<file path="src/rtl/seg_display_arbiter_pkg.sv">
// Shared constants for the seven-segment display arbiter: FSM encoding, blank codes,
// anode scan patterns and the active-low segment decode table (bit 7 = dp, bits 6:0 = a..g).
package seg_display_arbiter_pkg;

    typedef enum logic {
        ST_IDLE  = 1'b0,
        ST_WRITE = 1'b1
    } arb_state_t;

    localparam logic [3:0] BLANK_CODE = 4'hF;
    localparam logic [7:0] SEG_OFF    = 8'hFF;

    localparam logic [3:0] ANODE_OFF  = 4'b1111;
    localparam logic [3:0] ANODE_DIG0 = 4'b0111;
    localparam logic [3:0] ANODE_DIG1 = 4'b1011;
    localparam logic [3:0] ANODE_DIG2 = 4'b1101;
    localparam logic [3:0] ANODE_DIG3 = 4'b1110;

    localparam logic [7:0] SEG_D0 = 8'b1000_0001;
    localparam logic [7:0] SEG_D1 = 8'b1100_1111;
    localparam logic [7:0] SEG_D2 = 8'b1001_0010;
    localparam logic [7:0] SEG_D3 = 8'b1000_0110;
    localparam logic [7:0] SEG_D4 = 8'b1100_1100;
    localparam logic [7:0] SEG_D5 = 8'b1010_0100;
    localparam logic [7:0] SEG_D6 = 8'b1010_0000;
    localparam logic [7:0] SEG_D7 = 8'b1000_1111;
    localparam logic [7:0] SEG_D8 = 8'b1000_0000;
    localparam logic [7:0] SEG_D9 = 8'b1000_0100;

    function automatic logic [3:0] anode_pattern(input logic [1:0] idx);
        case (idx)
            2'd0:    return ANODE_DIG0;
            2'd1:    return ANODE_DIG1;
            2'd2:    return ANODE_DIG2;
            default: return ANODE_DIG3;
        endcase
    endfunction

endpackage

</file>
<file path="src/rtl/seg_bcd_decoder.sv">
// BCD to active-low seven-segment decoder; purely combinational, zero latency, no handshake.
// Codes 10-15 blank the digit; the decimal point is never lit.
module seg_bcd_decoder
    import seg_display_arbiter_pkg::*;
(
    input  logic [3:0] value_i,
    output logic [7:0] seg_o
);

    always_comb begin
        seg_o = SEG_OFF;
        case (value_i)
            4'd0:    seg_o = SEG_D0;
            4'd1:    seg_o = SEG_D1;
            4'd2:    seg_o = SEG_D2;
            4'd3:    seg_o = SEG_D3;
            4'd4:    seg_o = SEG_D4;
            4'd5:    seg_o = SEG_D5;
            4'd6:    seg_o = SEG_D6;
            4'd7:    seg_o = SEG_D7;
            4'd8:    seg_o = SEG_D8;
            4'd9:    seg_o = SEG_D9;
            default: seg_o = SEG_OFF;
        endcase
    end

endmodule

</file>
<file path="src/rtl/seg_display_arbiter.sv">
// Round-robin write arbiter for four display digit registers plus the refresh scan; a write
// is acknowledged 2 cycles after valid, at most one write per 2 cycles, clear overrides writes.
// Optional SEG_BLINK_EN adds blink_mask and a slow blink counter that blanks masked digits.
module seg_display_arbiter
    import seg_display_arbiter_pkg::*;
#(
    parameter int CYCLE_BITS = 21,
    parameter int SCAN_CYCLE = 400000
) (
    input  logic        clk,
    input  logic        rst,
    input  logic        req0_valid,
    input  logic [1:0]  req0_digit,
    input  logic [3:0]  req0_value,
    output logic        req0_ready,
    input  logic        req1_valid,
    input  logic [1:0]  req1_digit,
    input  logic [3:0]  req1_value,
    output logic        req1_ready,
    input  logic        clear,
    output logic [15:0] digits,
    output logic        last_grant,
    output logic [3:0]  anodeOutput,
    output logic [7:0]  cathodeOutput
`ifdef SEG_BLINK_EN
    ,
    input  logic [3:0]  blink_mask
`endif
);

    arb_state_t            state_q, state_d;
    logic                  gnt_q, gnt_d;
    logic                  last_grant_q, last_grant_d;
    logic                  rdy0_q, rdy0_d, rdy1_q, rdy1_d;
    logic [15:0]           digits_q, digits_d;
    logic [CYCLE_BITS-1:0] scan_cnt_q, scan_cnt_d;
    logic [1:0]            scan_idx_q, scan_idx_d;
    logic [3:0]            anode_q, anode_d;
    logic [7:0]            cathode_q, cathode_d;

    logic                  eff_v0, eff_v1;
    logic                  gnt_vld;
    logic [1:0]            gnt_digit;
    logic [3:0]            gnt_value;
    logic                  scan_tick;
    logic [3:0]            cur_code;
    logic [7:0]            cur_seg;
    logic                  blank_now;

    // A requester whose ready is up this cycle is completing now; it must not be re-granted.
    assign eff_v0    = req0_valid & ~rdy0_q;
    assign eff_v1    = req1_valid & ~rdy1_q;
    assign gnt_vld   = gnt_q ? req1_valid : req0_valid;
    assign gnt_digit = gnt_q ? req1_digit : req0_digit;
    assign gnt_value = gnt_q ? req1_value : req0_value;

    always_comb begin
        state_d      = state_q;
        gnt_d        = gnt_q;
        last_grant_d = last_grant_q;
        rdy0_d       = 1'b0;
        rdy1_d       = 1'b0;
        digits_d     = digits_q;
        case (state_q)
            ST_IDLE: begin
                if (eff_v0 || eff_v1) begin
                    state_d = ST_WRITE;
                    gnt_d   = (eff_v0 && eff_v1) ? ~last_grant_q : eff_v1;
                end
            end
            ST_WRITE: begin
                state_d = ST_IDLE;
                if (!clear && gnt_vld) begin
                    rdy0_d       = ~gnt_q;
                    rdy1_d       = gnt_q;
                    last_grant_d = gnt_q;
                    digits_d[{gnt_digit, 2'b00} +: 4] = gnt_value;
                end
            end
            default: state_d = ST_IDLE;
        endcase
        if (clear) begin
            digits_d = {4{BLANK_CODE}};
        end
    end

    assign scan_tick  = (scan_cnt_q == CYCLE_BITS'(SCAN_CYCLE - 1));
    assign scan_cnt_d = scan_tick ? '0 : scan_cnt_q + CYCLE_BITS'(1);
    assign scan_idx_d = scan_tick ? scan_idx_q + 2'd1 : scan_idx_q;
    assign cur_code   = digits_q[{scan_idx_q, 2'b00} +: 4];

    seg_bcd_decoder u_dec (
        .value_i (cur_code),
        .seg_o   (cur_seg)
    );

`ifdef SEG_BLINK_EN
    logic [5:0] blink_cnt_q, blink_cnt_d;

    assign blink_cnt_d = (scan_tick && scan_idx_q == 2'd3) ? blink_cnt_q + 6'd1 : blink_cnt_q;
    assign blank_now   = blink_cnt_q[5] & blink_mask[scan_idx_q];

    always_ff @(posedge clk or negedge rst) begin
        if (!rst) begin
            blink_cnt_q <= '0;
        end else begin
            blink_cnt_q <= blink_cnt_d;
        end
    end
`else
    assign blank_now = 1'b0;
`endif

    assign anode_d   = anode_pattern(scan_idx_q);
    assign cathode_d = blank_now ? SEG_OFF : cur_seg;

    always_ff @(posedge clk or negedge rst) begin
        if (!rst) begin
            state_q      <= ST_IDLE;
            gnt_q        <= 1'b0;
            last_grant_q <= 1'b1;
            rdy0_q       <= 1'b0;
            rdy1_q       <= 1'b0;
            digits_q     <= {4{BLANK_CODE}};
            scan_cnt_q   <= '0;
            scan_idx_q   <= '0;
            anode_q      <= ANODE_OFF;
            cathode_q    <= SEG_OFF;
        end else begin
            state_q      <= state_d;
            gnt_q        <= gnt_d;
            last_grant_q <= last_grant_d;
            rdy0_q       <= rdy0_d;
            rdy1_q       <= rdy1_d;
            digits_q     <= digits_d;
            scan_cnt_q   <= scan_cnt_d;
            scan_idx_q   <= scan_idx_d;
            anode_q      <= anode_d;
            cathode_q    <= cathode_d;
        end
    end

    assign req0_ready    = rdy0_q;
    assign req1_ready    = rdy1_q;
    assign digits        = digits_q;
    assign last_grant    = last_grant_q;
    assign anodeOutput   = anode_q;
    assign cathodeOutput = cathode_q;

endmodule

</file>
<file path="config.mk">
export PLATFORM = sky130hd
export DESIGN_NAME = seg_display_arbiter
export DESIGN_NICKNAME = d
export VERILOG_FILES = /design/src/rtl/seg_display_arbiter_pkg.sv /design/src/rtl/seg_bcd_decoder.sv /design/src/rtl/seg_display_arbiter.sv
export SDC_FILE = /design/constraint.sdc
export NUM_CORES = 1
export LEC_CHECK = 0
export CAP_MARGIN = 40
export CORE_UTILIZATION = 40
export DETAILED_ROUTE_END_ITERATION = 12
export GPL_TIMING_DRIVEN = 0
export PLACE_DENSITY = 0.6
export SYNTH_ARGS = -nofsm -noshare
export SYNTH_HDL_FRONTEND = slang
export SYNTH_SLANG_ARGS = --single-unit
</file>
<file path="constraint.sdc">
create_clock -name clk -period 2.75 [get_ports clk]
set_input_delay 0.55 -clock clk [delete_from_list [all_inputs] [get_ports clk]]
set_output_delay 0.55 -clock clk [all_outputs]
set_load 0.03 [all_outputs]
</file>
==> results.md, run 1 <==
- Fin. Hold Viols: 0
- CP max FO: 10
- Tmin final: between 2000 and 3000 ps
- Worst-Margin Slew: 815 ps
- Global placer's final weighted congestion: 0.801
- LEAKAGE: 1.44 nW
- Clock Latency Late Sink: roughly 300 ps
- Row Count: 30
- Postcts setup bufs: 0
- Die H: approximately 86 um
- DRC viols: 0
- Clock buffer depth: 2
- Post-route cell area: between 3000 and 4000 um^2
- Critical Path End Type: register
- Cell Area, Placed: 3390 um^2
- YS warnings: 0
- Pwr Density: 512 nW/um^2
- RSZ-0062 raised after global routing: no
- # fillers: between 600 and 700
- Port Buffer Count: 45
- DP Worst Slack: 14.0 ps
- Hold Crit Class: in2async
- CP Data Required Time: about 3000 ps
- Remaining Overflow, GRT: 0
- Commonest non-fill, non-tap cell in the layout: clkdlybuf4s50_1
- Max VDD drop: 0.224 mV
- # IOs: 48
- Wire per inst: 14.4 um
- Cells after synthesis: 240
- Most frequent cells in the layout: 44 x clkdlybuf4s50_1, 28 x dfstp_2, 27 x dfrtp_1
- Core area: 6790 um^2
- CTS root buf: clkbuf_8
- Reg clk slew, reported paths: ~100 ps
- Yosys cell types: 40
- Initial antenna violation count: 0
- Setup CP Type: reg2reg
- Synth Area per Inst: 11.7 um^2
- Max Freq: 396 MHz
- Initial Util: 41.3%
- Diode count: 0
- Syn nets: approximately 270
- Vias in the first global route: around 1900
- Final setup margin: 226 ps
- Fraction of layout cells with a size suffix above 1: 19.4%
- Post-route antenna net violation count: 0
- Final #Nets: ~330
- FF+latch count, synth: 55
- Gates resized, CTS repair: 0
- Sequential share of the synthesized area: 50.3%
- Die width: 85.7 um
- DP Wirelength: a little over 4000 um
- CP Launch Type: register
- CTS Hold Bufs: 0
- Slew Viols, Final: 0
- Final Skew: 5.28 ps
- Total global-route track usage: 16.5%
- Mapped Area: between 2000 and 3000 um^2
- Clock sinks: between 50 and 60
- Initial DRC count: around 80
- Largest net degree at the start of global routing: 38
- Multi-input logic area: 1290 um^2
- CTS tree: yes
- Final period util: 91.8%
- Max_slew headroom: 45.2%
- Final setup fails: 0
- Die area: 7350 um^2
- Drt via density: 5.16
- Number of buffers created by CTS: 5
- H-tree levels: 2
- Crit path DAT: 2760 ps
- Max cap viols: 0
- Area Overhead vs Synth: 24.1%
- First-pass GRT wire length: 9580 um
- Initial DRT Pass Iterations: 4
- Via count: 2011
- Status: finished, final reports clean
- FF/Latch Area: approximately 1400 um^2
- Routed WL: between 5000 and 6000 um
## metrics by stage
stage / instances / hold WS, ps / util, % / setup TNS (ps) / power [W]
6_report: 390 / 185 / 51.2 / 0 / 0.00178
5_1_grt: 390 / 206 / 51.2 / 0 / 0.00188
4_1_cts: 390 / 197 / 51.2 / 0 / 0.00180
3_5_place_dp: 382 / 474 / 49.9 / 0 / 0.00134
3_3_place_gp: 381 / 469 / 49.7 / -13640 / 0.00134
2_1_floorplan: 240 / 254 / - / 0 / 0.00118
## cell families after synthesis
kind of cell,Yosys count,share of synthesized area (%)
other cells,1,0.134
fa+ha+maj,16,7.14
simple gates,78,16.2
buf+inv,22,3.53
xor+xnor,18,5.62
mux,18,8.21
compound gates,32,8.88
flops,55,50.3
## final timing paths
check / end / slack (ps) / startpoint / cells after the start
worst max-delay path: digits[15] / 230 / gnt_q / 5
worst min-delay path: scan_cnt_q[14] / 180 / rst / 1
worst max register to register: digits[15] / 230 / gnt_q / 5
worst min register to register: scan_cnt_q[0] / 490 / scan_cnt_q[0] / 1
max in group asynchronous: digits[7] / 1940 / rst / 2
min in group clk: scan_cnt_q[0] / 490 / scan_cnt_q[0] / 1
## cells in the mapped netlist
| cell type | n | share of area, % |
|---|---|---|
| nor2b_1 | 2 | 0.45 |
| and2b_1 | 1 | 0.27 |
| a221o_1 | 16 | 5.7 |
| ha_1 | 16 | 7.1 |
| nand3_1 | 11 | 2.0 |
| or4_1 | 1 | 0.27 |
| a22oi_1 | 1 | 0.27 |
| nand4_1 | 8 | 1.8 |
| nor4_4 | 1 | 0.76 |
| nand4b_1 | 3 | 0.94 |
| mux4_2 | 3 | 2.4 |
| and2_2 | 1 | 0.27 |
| nor4_2 | 1 | 0.45 |
| and3_1 | 1 | 0.22 |
| mux2_4 | 1 | 0.54 |
| a21oi_1 | 8 | 1.4 |
| nand2b_1 | 4 | 0.89 |
| and4b_1 | 1 | 0.36 |
| buf_4 | 3 | 0.80 |
| inv_1 | 12 | 1.6 |
| o22ai_1 | 1 | 0.22 |
| nand2_1 | 12 | 1.6 |
| conb_1 | 1 | 0.13 |
| clkbuf_1 | 3 | 0.40 |
| mux2_2 | 6 | 2.4 |
| dfrtp_1 | 27 | 24 |
| o21ai_0 | 5 | 0.89 |
| and2_1 | 2 | 0.45 |
| xnor2_1 | 8 | 2.5 |
| buf_2 | 4 | 0.71 |
| nand2_4 | 1 | 0.40 |
| mux2i_1 | 8 | 2.9 |
| or3_1 | 1 | 0.22 |
| nor4_1 | 3 | 0.67 |
| dfstp_2 | 28 | 26 |
| xor2_1 | 10 | 3.1 |
| o32a_1 | 1 | 0.36 |
| and4_1 | 4 | 1.2 |
| nor3_1 | 6 | 1.1 |
| nor2_1 | 14 | 1.9 |
## area by class of cell
class                      instances  share of cell area (%)
inverter                          12                    1.29
timing repair buffer              46                    13.4
multi-input combinational        163                    37.2
clock inverter                     1                   0.108
tap                               96                    3.45
clock buffer                       7                    2.48
sequential                        55                    40.6
buffer                            10                    1.55
## sequential cells by signal, indices dropped and copies added (netlist names)
| name | count |
|---|---|
| digits | 16 |
| req1_ready | 1 |
| scan_cnt_q | 21 |
| scan_idx_q | 2 |
| state_q | 1 |
| cathodeOutput | 7 |
| last_grant | 1 |
| req0_ready | 1 |
| anodeOutput | 4 |
| gnt_q | 1 |
## routing by layer
| metal | up-vias | global-route usage [%] | share of wire, % |
|---|---|---|---|
| met5 | - | 0 | 0 |
| met4 | 0 | 4.55 | 1.1 |
| met3 | 4 | 2.98 | 3.4 |
| met2 | 51 | 24.8 | 45 |
| met1 | 977 | 24.6 | 51 |
| li1 | 979 | - | - |
## power breakdown
part / internal [W] / switching (W) / leakage [nW]
combinational: 0.000178 / 0.000241 / 0.745
sequential: 0.000875 / 0.0000330 / 0.652
clock: 0.000203 / 0.000251 / 0.0459
## critical path, cell delays in order, from the launching register on
cell,delay [ps]
dfrtp_1,360
buf_2,240
mux2i_1,510
ha_1,370
nor4_1,720
a221o_1,270
(Power assumes the default switching activity.)
==> inputs of run 2 (changes only) <==
--- a/config.mk
+++ b/config.mk
@@ -9,6 +9,7 @@
 export CORE_UTILIZATION = 40
 export DETAILED_ROUTE_END_ITERATION = 12
 export GPL_TIMING_DRIVEN = 0
+export HOLD_SLACK_MARGIN = 0.05
 export PLACE_DENSITY = 0.6
 export SYNTH_ARGS = -nofsm -noshare
 export SYNTH_HDL_FRONTEND = slang
==> results of run 2 <==
No change in the layout: final DEF, timing and power equal those of run 1.
